--- config.mk ---
export PLATFORM = sky130hd
export DESIGN_NAME = down_timer
export DESIGN_NICKNAME = d
export VERILOG_FILES = /design/src/rtl/down_timer_pkg.sv /design/src/rtl/down_timer.sv
export SDC_FILE = /design/constraint.sdc
export NUM_CORES = 1
export LEC_CHECK = 0
export ABC_CLOCK_PERIOD_IN_PS = 1820
export CAP_MARGIN = 5
export CORE_AREA = 2 2 39 41
export CTS_CLUSTER_SIZE = 30
export DETAILED_ROUTE_END_ITERATION = 16
export DIE_AREA = 0 0 41 43
export DONT_BUFFER_PORTS = 1
export SETUP_SLACK_MARGIN = 0.3
export SYNTH_ARGS = -nofsm -noshare
export SYNTH_HDL_FRONTEND = slang
export SYNTH_SLANG_ARGS = --single-unit
--- constraint.sdc ---
create_clock -name clk -period 1.82 [get_ports clk]
set_clock_uncertainty 0.05 [all_clocks]
set_input_delay 0.182 -clock clk [delete_from_list [all_inputs] [get_ports clk]]
set_output_delay 0.182 -clock clk [all_outputs]
set_load 0.02 [all_outputs]
--- src/rtl/down_timer_pkg.sv ---
// down_timer_pkg: state encoding and default width for the down_timer block.
package down_timer_pkg;
  typedef enum logic [1:0] {
    IDLE = 2'b00,
    RUN  = 2'b01,
    HOLD = 2'b10,
    DONE = 2'b11
  } dt_state_t;
  localparam int DT_WIDTH_DEFAULT = 4;
endpackage

--- src/rtl/down_timer.sv ---
// down_timer: loadable down-counter/timer with pause, terminal-count pulse and optional auto-reload.
module down_timer
  import down_timer_pkg::*;
#(
  parameter int WIDTH       = DT_WIDTH_DEFAULT,
  parameter bit AUTO_RELOAD = 1'b0
) (
  input  logic             clk,
  input  logic             rst,
  input  logic             clr,
  input  logic             load,
  input  logic [WIDTH-1:0] load_val,
  input  logic             en,
  output logic [WIDTH-1:0] q,
  output logic             busy,
  output logic             done,
  output logic             tc
);
  dt_state_t        r_state, w_state;
  logic [WIDTH-1:0] r_q, w_q, r_rld, w_rld;
  logic             r_tc, w_tc;
  logic             w_active;
  assign w_active = (r_state == RUN) || (r_state == HOLD);
  always_comb begin
    w_state = r_state;
    w_q     = r_q;
    w_rld   = r_rld;
    w_tc    = 1'b0;
    if (clr) begin
      w_state = IDLE;
      w_q     = '0;
    end else if (load) begin
      w_q     = load_val;
      w_rld   = load_val;
      w_state = (load_val == '0) ? IDLE : (en ? RUN : HOLD);
    end else if (w_active) begin
      if (!en) begin
        w_state = HOLD;
      end else if (r_q == WIDTH'(1)) begin
        // expiry: either restart from the last loaded value or park at zero
        w_tc    = 1'b1;
        w_q     = AUTO_RELOAD ? r_rld : '0;
        w_state = AUTO_RELOAD ? RUN : DONE;
      end else if (r_q > WIDTH'(1)) begin
        w_q     = r_q - WIDTH'(1);
        w_state = RUN;
      end
    end
  end
  always_ff @(posedge clk or posedge rst) begin
    if (rst) begin
      r_state <= IDLE;
      r_q     <= '0;
      r_rld   <= '0;
      r_tc    <= 1'b0;
    end else begin
      r_state <= w_state;
      r_q     <= w_q;
      r_rld   <= w_rld;
      r_tc    <= w_tc;
    end
  end
  assign q    = r_q;
  assign tc   = r_tc;
  assign busy = (r_state == RUN);
  assign done = (r_state == DONE);
endmodule

After elaboration in Yosys (flattened, before gate mapping). Cells that the tools add are included.

Add/sub/neg operators: 1. $lt $le $gt $ge: 1. Equality and inequality tests: 5. Muxes and demuxes: 19. Reduce and logical (&&, ||, !) cells: 7.

Operator list (count): 2-to-1 mux 4 bit (6); 2-to-1 mux 2 bit (8); nonzero test 3 bit (2); 2-to-1 mux 1 bit (5); != test 5 x 3 -> 1 bit, second input constant (1); equality test 2 bit, second input constant (2); equality test 4 x 1 -> 1 bit, second input constant (1); greater-than comparator 4 x 1 -> 1 bit, second input constant (1); logical NOT 4 bit (1); nonzero test 4 bit (1); subtractor 4 x 1 -> 4 bit, second input constant (1); AND reduction 3 bit (1); equality test 2 x 1 -> 1 bit, second input constant (1); AND reduction 2 bit (1); logical OR 1 bit (1).

Flip-flop bits (word level): 7. Input bits: 9. Output and inout port bits: 7. Logic and storage cells: 36.

Depth between registers and ports, before layout. Gate-level depths: netlist of run 1.

Depth in word-level cells: 7. Mapped depth: 6. Gate-level depth less buffers: 6.

Worst setup path after synthesis of run 1. Ideal clock, no wire load.

Kind: flip-flop to flip-flop. Start point: reg r_q[1] (netlist: q[1]). End point: reg r_q[1] (netlist: q[1]). Library setup time: 0.121 ns. Arrival: 1.467 ns. Data required time: 1.649 ns. Setup slack: 0.182 ns. Stages on the path, launching flop included: 7. Buffers on the path: 0. Period minus slack after synthesis: 1.638 ns. Path through: dfrtp_1 inv_1 ha_1 nor4b_4 nor2_2 mux2i_1 a22o_1.

Word-level cells in the longest chain between the ends: 7. Elaborated cells on any way between the ends: 11. Those cells by class: add/sub: 1; order compare: 1; eq/ne: 1; mux: 6; reduce/logical: 2.

Ends and longest elaborated chain: from (decl) (line down_timer.sv:20) `logic [WIDTH-1:0] r_q, w_q, r_rld, w_rld;`; from (signal assigned) (line down_timer.sv:58) `r_q <= w_q;`; subtractor 4 x 1 -> 4 bit (line down_timer.sv:45) `w_q = r_q - WIDTH'(1);`; 2-to-1 mux 4 bit (line down_timer.sv:44) `end else if (r_q > WIDTH'(1)) begin`; 2-to-1 mux 4 bit (line down_timer.sv:39) `end else if (r_q == WIDTH'(1)) begin`; 2-to-1 mux 4 bit (line down_timer.sv:37) `if (!en) begin`; 2-to-1 mux 4 bit (line down_timer.sv:36) `end else if (w_active) begin`; 2-to-1 mux 4 bit (line down_timer.sv:32) `end else if (load) begin`; 2-to-1 mux 4 bit (line down_timer.sv:29) `if (clr) begin`.

Parallel ways exist; a longest one is shown, timed or not. The select of a mux whose other input is x is not followed. A chain may end at the register's enable or synchronous reset.

Worst setup path after layout of run 1. Ends and elaborated chain as after synthesis.

==> impl_metrics.yaml, run 1 <==
layout:
  area_growth_pct: 33.8
  drive_gt1_frac: 0.333
  stdcell_count: 82
  nNetsFinal: 80
  n_antenna_cell: 0
  design_area_um2: 659
  post-route-util: 0.476
global_route:
  grt_overflow: 0
  antenna_found_initial: 0
  grt_pass1_vias: 402
  grt_first_pass_wirelength_mm: 1.72
  grt_max_degree: 10
  track_usage: 0.151
yosys:
  synth_top_family_by_area: "simple AND/OR/NAND/NOR gates"
  synth_mux_area_frac: 0.0838
  synth-xor-area-share: 0.0178
  synthAdderAreaFrac: 0.102
  ys_seq_area_frac: 0.355
  syn-num-nets: 67
  syn-cell-area_um2: 493
  syn_area_per_cell_um2: 9.13
  synth.distinct_cells: 25
  synth_compound_gate_area_share: 0.124
  ys.warnings.count: 0
  syn_inst: 54
  synth-seq-cells: 7
  synth-simple-area-share: 0.269
power:
  switchingPower_mw: 0.154
  internal_power_mw: 0.336
  p_per_area_mw_per_mm2: 743
  seq_power_share: 0.383
  p_leak_nw: 0.282
  combPwrFrac: 0.321
  irDropWorstVdd_uv: 331
  power_frac_clock: 0.297
  p_sw_frac: 0.314
detailed_routing:
  routed_wl_mm: 1.12
  wl_per_cell_um: 13.7
  drcViolationCount: 0
  drtPass1Iterations: 4
  vias_per_cell: 5.04
  vias: 413
  drt_iter0_markers: 9
  ant_nets: 0
sta:
  worstMarginPinSlew_ns: 0.302
  rsz0062_at_grt: "true"
  max-slew-margin-rel: 0.798
  setup-violations-final: 0
  finalHoldViolCount: 0
  max_freq_mhz: 623
  drv_slew: 0
  period_share: 0.883
  setup_tns_ns: 0
  period_minus_slack_ns: 1.61
setup_path:
  required_ns: 1.92
  path_class: "flop to flop"
  cp_max_fo: 4
  arrival_ns: 1.71
  start_kind: "flop"
  reg2reg_depth: 6
  end_kind: "flop"
clocking:
  htreeDepth: 1
  clk_pin_slew_worst_paths_ns: 0.05
  clock_latency_ns: 0.26
  cts_max_path_buffers: 2
  cts_buffers: 3
  cts.sinks: 7
  cts_root_buffer: "clkbuf_4"
  cts_tree: "done"
placement:
  placed_cells: 70
  dp_hpwl_um: 824
  port_buffers: 0
  gp_congestion: 0.757
  dpl_cell_area_um2: 547
outcome:
  status: "completed"
floorplanning:
  start_util: 0.356
  coreArea_mm2: 0.00138
  die_w_um: 41
  die_area_mm2: 0.00176
  ios: 16
  placementRows: 14
  fp.dieH_um: 43
min_path:
  worstHoldPathCells: 1
  hold_class: "primary input to flop"
flow_run:
  cap_violations: 0
[through the flow]
| step | setup WS, ns | total power [mW] | hold slack (ns) |
|---|---|---|---|
| floorplan | 0.299 | 0.293 | -0.0647 |
| finish | 0.214 | 0.490 | 0.00290 |
| global route | 0.143 | 0.515 | 0.00675 |
| CTS | 0.200 | 0.482 | 0.00378 |
| global placement | 0.193 | 0.312 | -0.0318 |
| detailed placement | 0.196 | 0.313 | -0.0178 |
[cell usage in the layout, fill, tap and decap left out]
cell type	netlist	layout
a21oi_1	2	1
nand2_1	3	3
clkbuf_1	1	1
mux2i_1	3	3
a31o_1	1	1
inv_1	4	1
nand3b_1	1	1
nor2b_1	3	3
nand3_1	1	1
nand2b_1	2	2
nor4b_4	1	1
dfrtp_1	7	5
o21ai_0	4	4
and2_1	1	1
inv_2	0	2
ha_4	0	3
a22o_1	1	1
nor4_1	2	2
inv_4	0	1
xnor2_1	1	1
mux2_2	1	1
o21a_1	1	1
buf_4	0	7
o22ai_1	1	1
nor2_1	5	5
nor2_2	1	1
dlygate4sd3_1	0	3
nor3_1	2	2
clkbuf_4	0	3
dfrtp_2	0	2
ha_1	4	1
a21oi_2	0	1
[worst paths after layout]
kind / slack, ns / startpoint / endpoint
max reg2reg: 0.21 / q[1] / q[1]
min: 0.003 / load_val[1] / q[1]
min in group asynchronous: 0.24 / rst / q[2]
max: 0.21 / q[1] / q[1]
max in group asynchronous: 1.24 / rst / q[0]
min reg2reg: 0.66 / r_state[0] / r_state[0]
[flip-flops by register name (all words and copies together) (netlist names)]
signal,count
r_state,2
q,4
tc,1
[logic make-up after synthesis]
logic type | count (synthesis)
AO/OA/AOI/OAI | 10
XOR/XNOR | 1
adder cells (fa/ha/maj) | 4
buffers and inverters | 6
flip-flops | 7
multiplexers | 4
AND/OR/NAND/NOR | 22
[routing by layer]
metal,share of wire,vias up,track usage
met5,0,-,0
met2,0.46,18,0.216
met4,0.024,0,0.120
met1,0.45,181,0.183
met3,0.065,3,0.0366
li1,-,211,-
[critical path: stages, from the launching register on]
cell     delay (ns)
dfrtp_2        0.46
inv_4          0.07
ha_4           0.17
nor4b_4        0.29
nor2_2         0.10
mux2i_1        0.14
a22o_1         0.21
[power by group through the flow]
stage	sequential [mW]	clock, mW	combinational, mW
after floorplan	0.193	0	0.0991
after global placement	0.189	0	0.123
after detailed placement	0.189	0	0.123
after CTS	0.188	0.148	0.145
after global routing	0.189	0.155	0.170
final	0.188	0.145	0.157
[area by class of cell]
cell class	count	area (um2)
Tap cell	16	20.0
Fill cell	141	724
Timing Repair Buffer	10	82.6
Inverter	4	17.5
Clock buffer	4	26.3
Sequential cell	7	178
Multi-Input combinational cell	41	335
[synth_stat cells]
library cell  instances  area share
dfrtp_1               7        0.36
nor2_1                5       0.038
ha_1                  4        0.10
inv_1                 4       0.030
o21ai_0               4       0.041
mux2i_1               3       0.061
nand2_1               3       0.023
nor2b_1               3       0.038
a21oi_1               2       0.020
nand2b_1              2       0.025
nor3_1                2       0.020
nor4_1                2       0.025
a22o_1                1       0.018
a31o_1                1       0.018
and2_1                1       0.013
buf_2                 1       0.010
clkbuf_1              1      0.0076
mux2_2                1       0.023
nand3_1               1       0.010
nand3b_1              1       0.015
nor2_2                1       0.013
nor4b_4               1       0.048
o21a_1                1       0.015
o22ai_1               1       0.013
xnor2_1               1       0.018
[what timing repair did]
action,4_1_cts,5_1_grt
hold buffers,3,0
gates resized for setup,2,2
pin swaps,0,4
endpoints found under the hold margin,10,0
buffers inserted,3,2
setup endpoints to repair,4,6
Note: power is estimated with default switching activity, not from simulation.
==> run 2: changes to the inputs <==
--- a/config.mk
+++ b/config.mk
@@ -12,7 +12,9 @@
 export DETAILED_ROUTE_END_ITERATION = 16
 export DIE_AREA = 0 0 41 43
 export DONT_BUFFER_PORTS = 1
+export MAX_ROUTING_LAYER = met4
 export SETUP_SLACK_MARGIN = 0.3
+export SLEW_MARGIN = 20
 export SYNTH_ARGS = -nofsm -noshare
 export SYNTH_HDL_FRONTEND = slang
 export SYNTH_SLANG_ARGS = --single-unit
==> results of run 2 <==
No change in the layout: final DEF, timing and power equal those of run 1.
Main changes from that run: final weighted congestion in routability-driven placement 0.757 -> 0.767; overall routing resource usage 0.151 -> 0.155
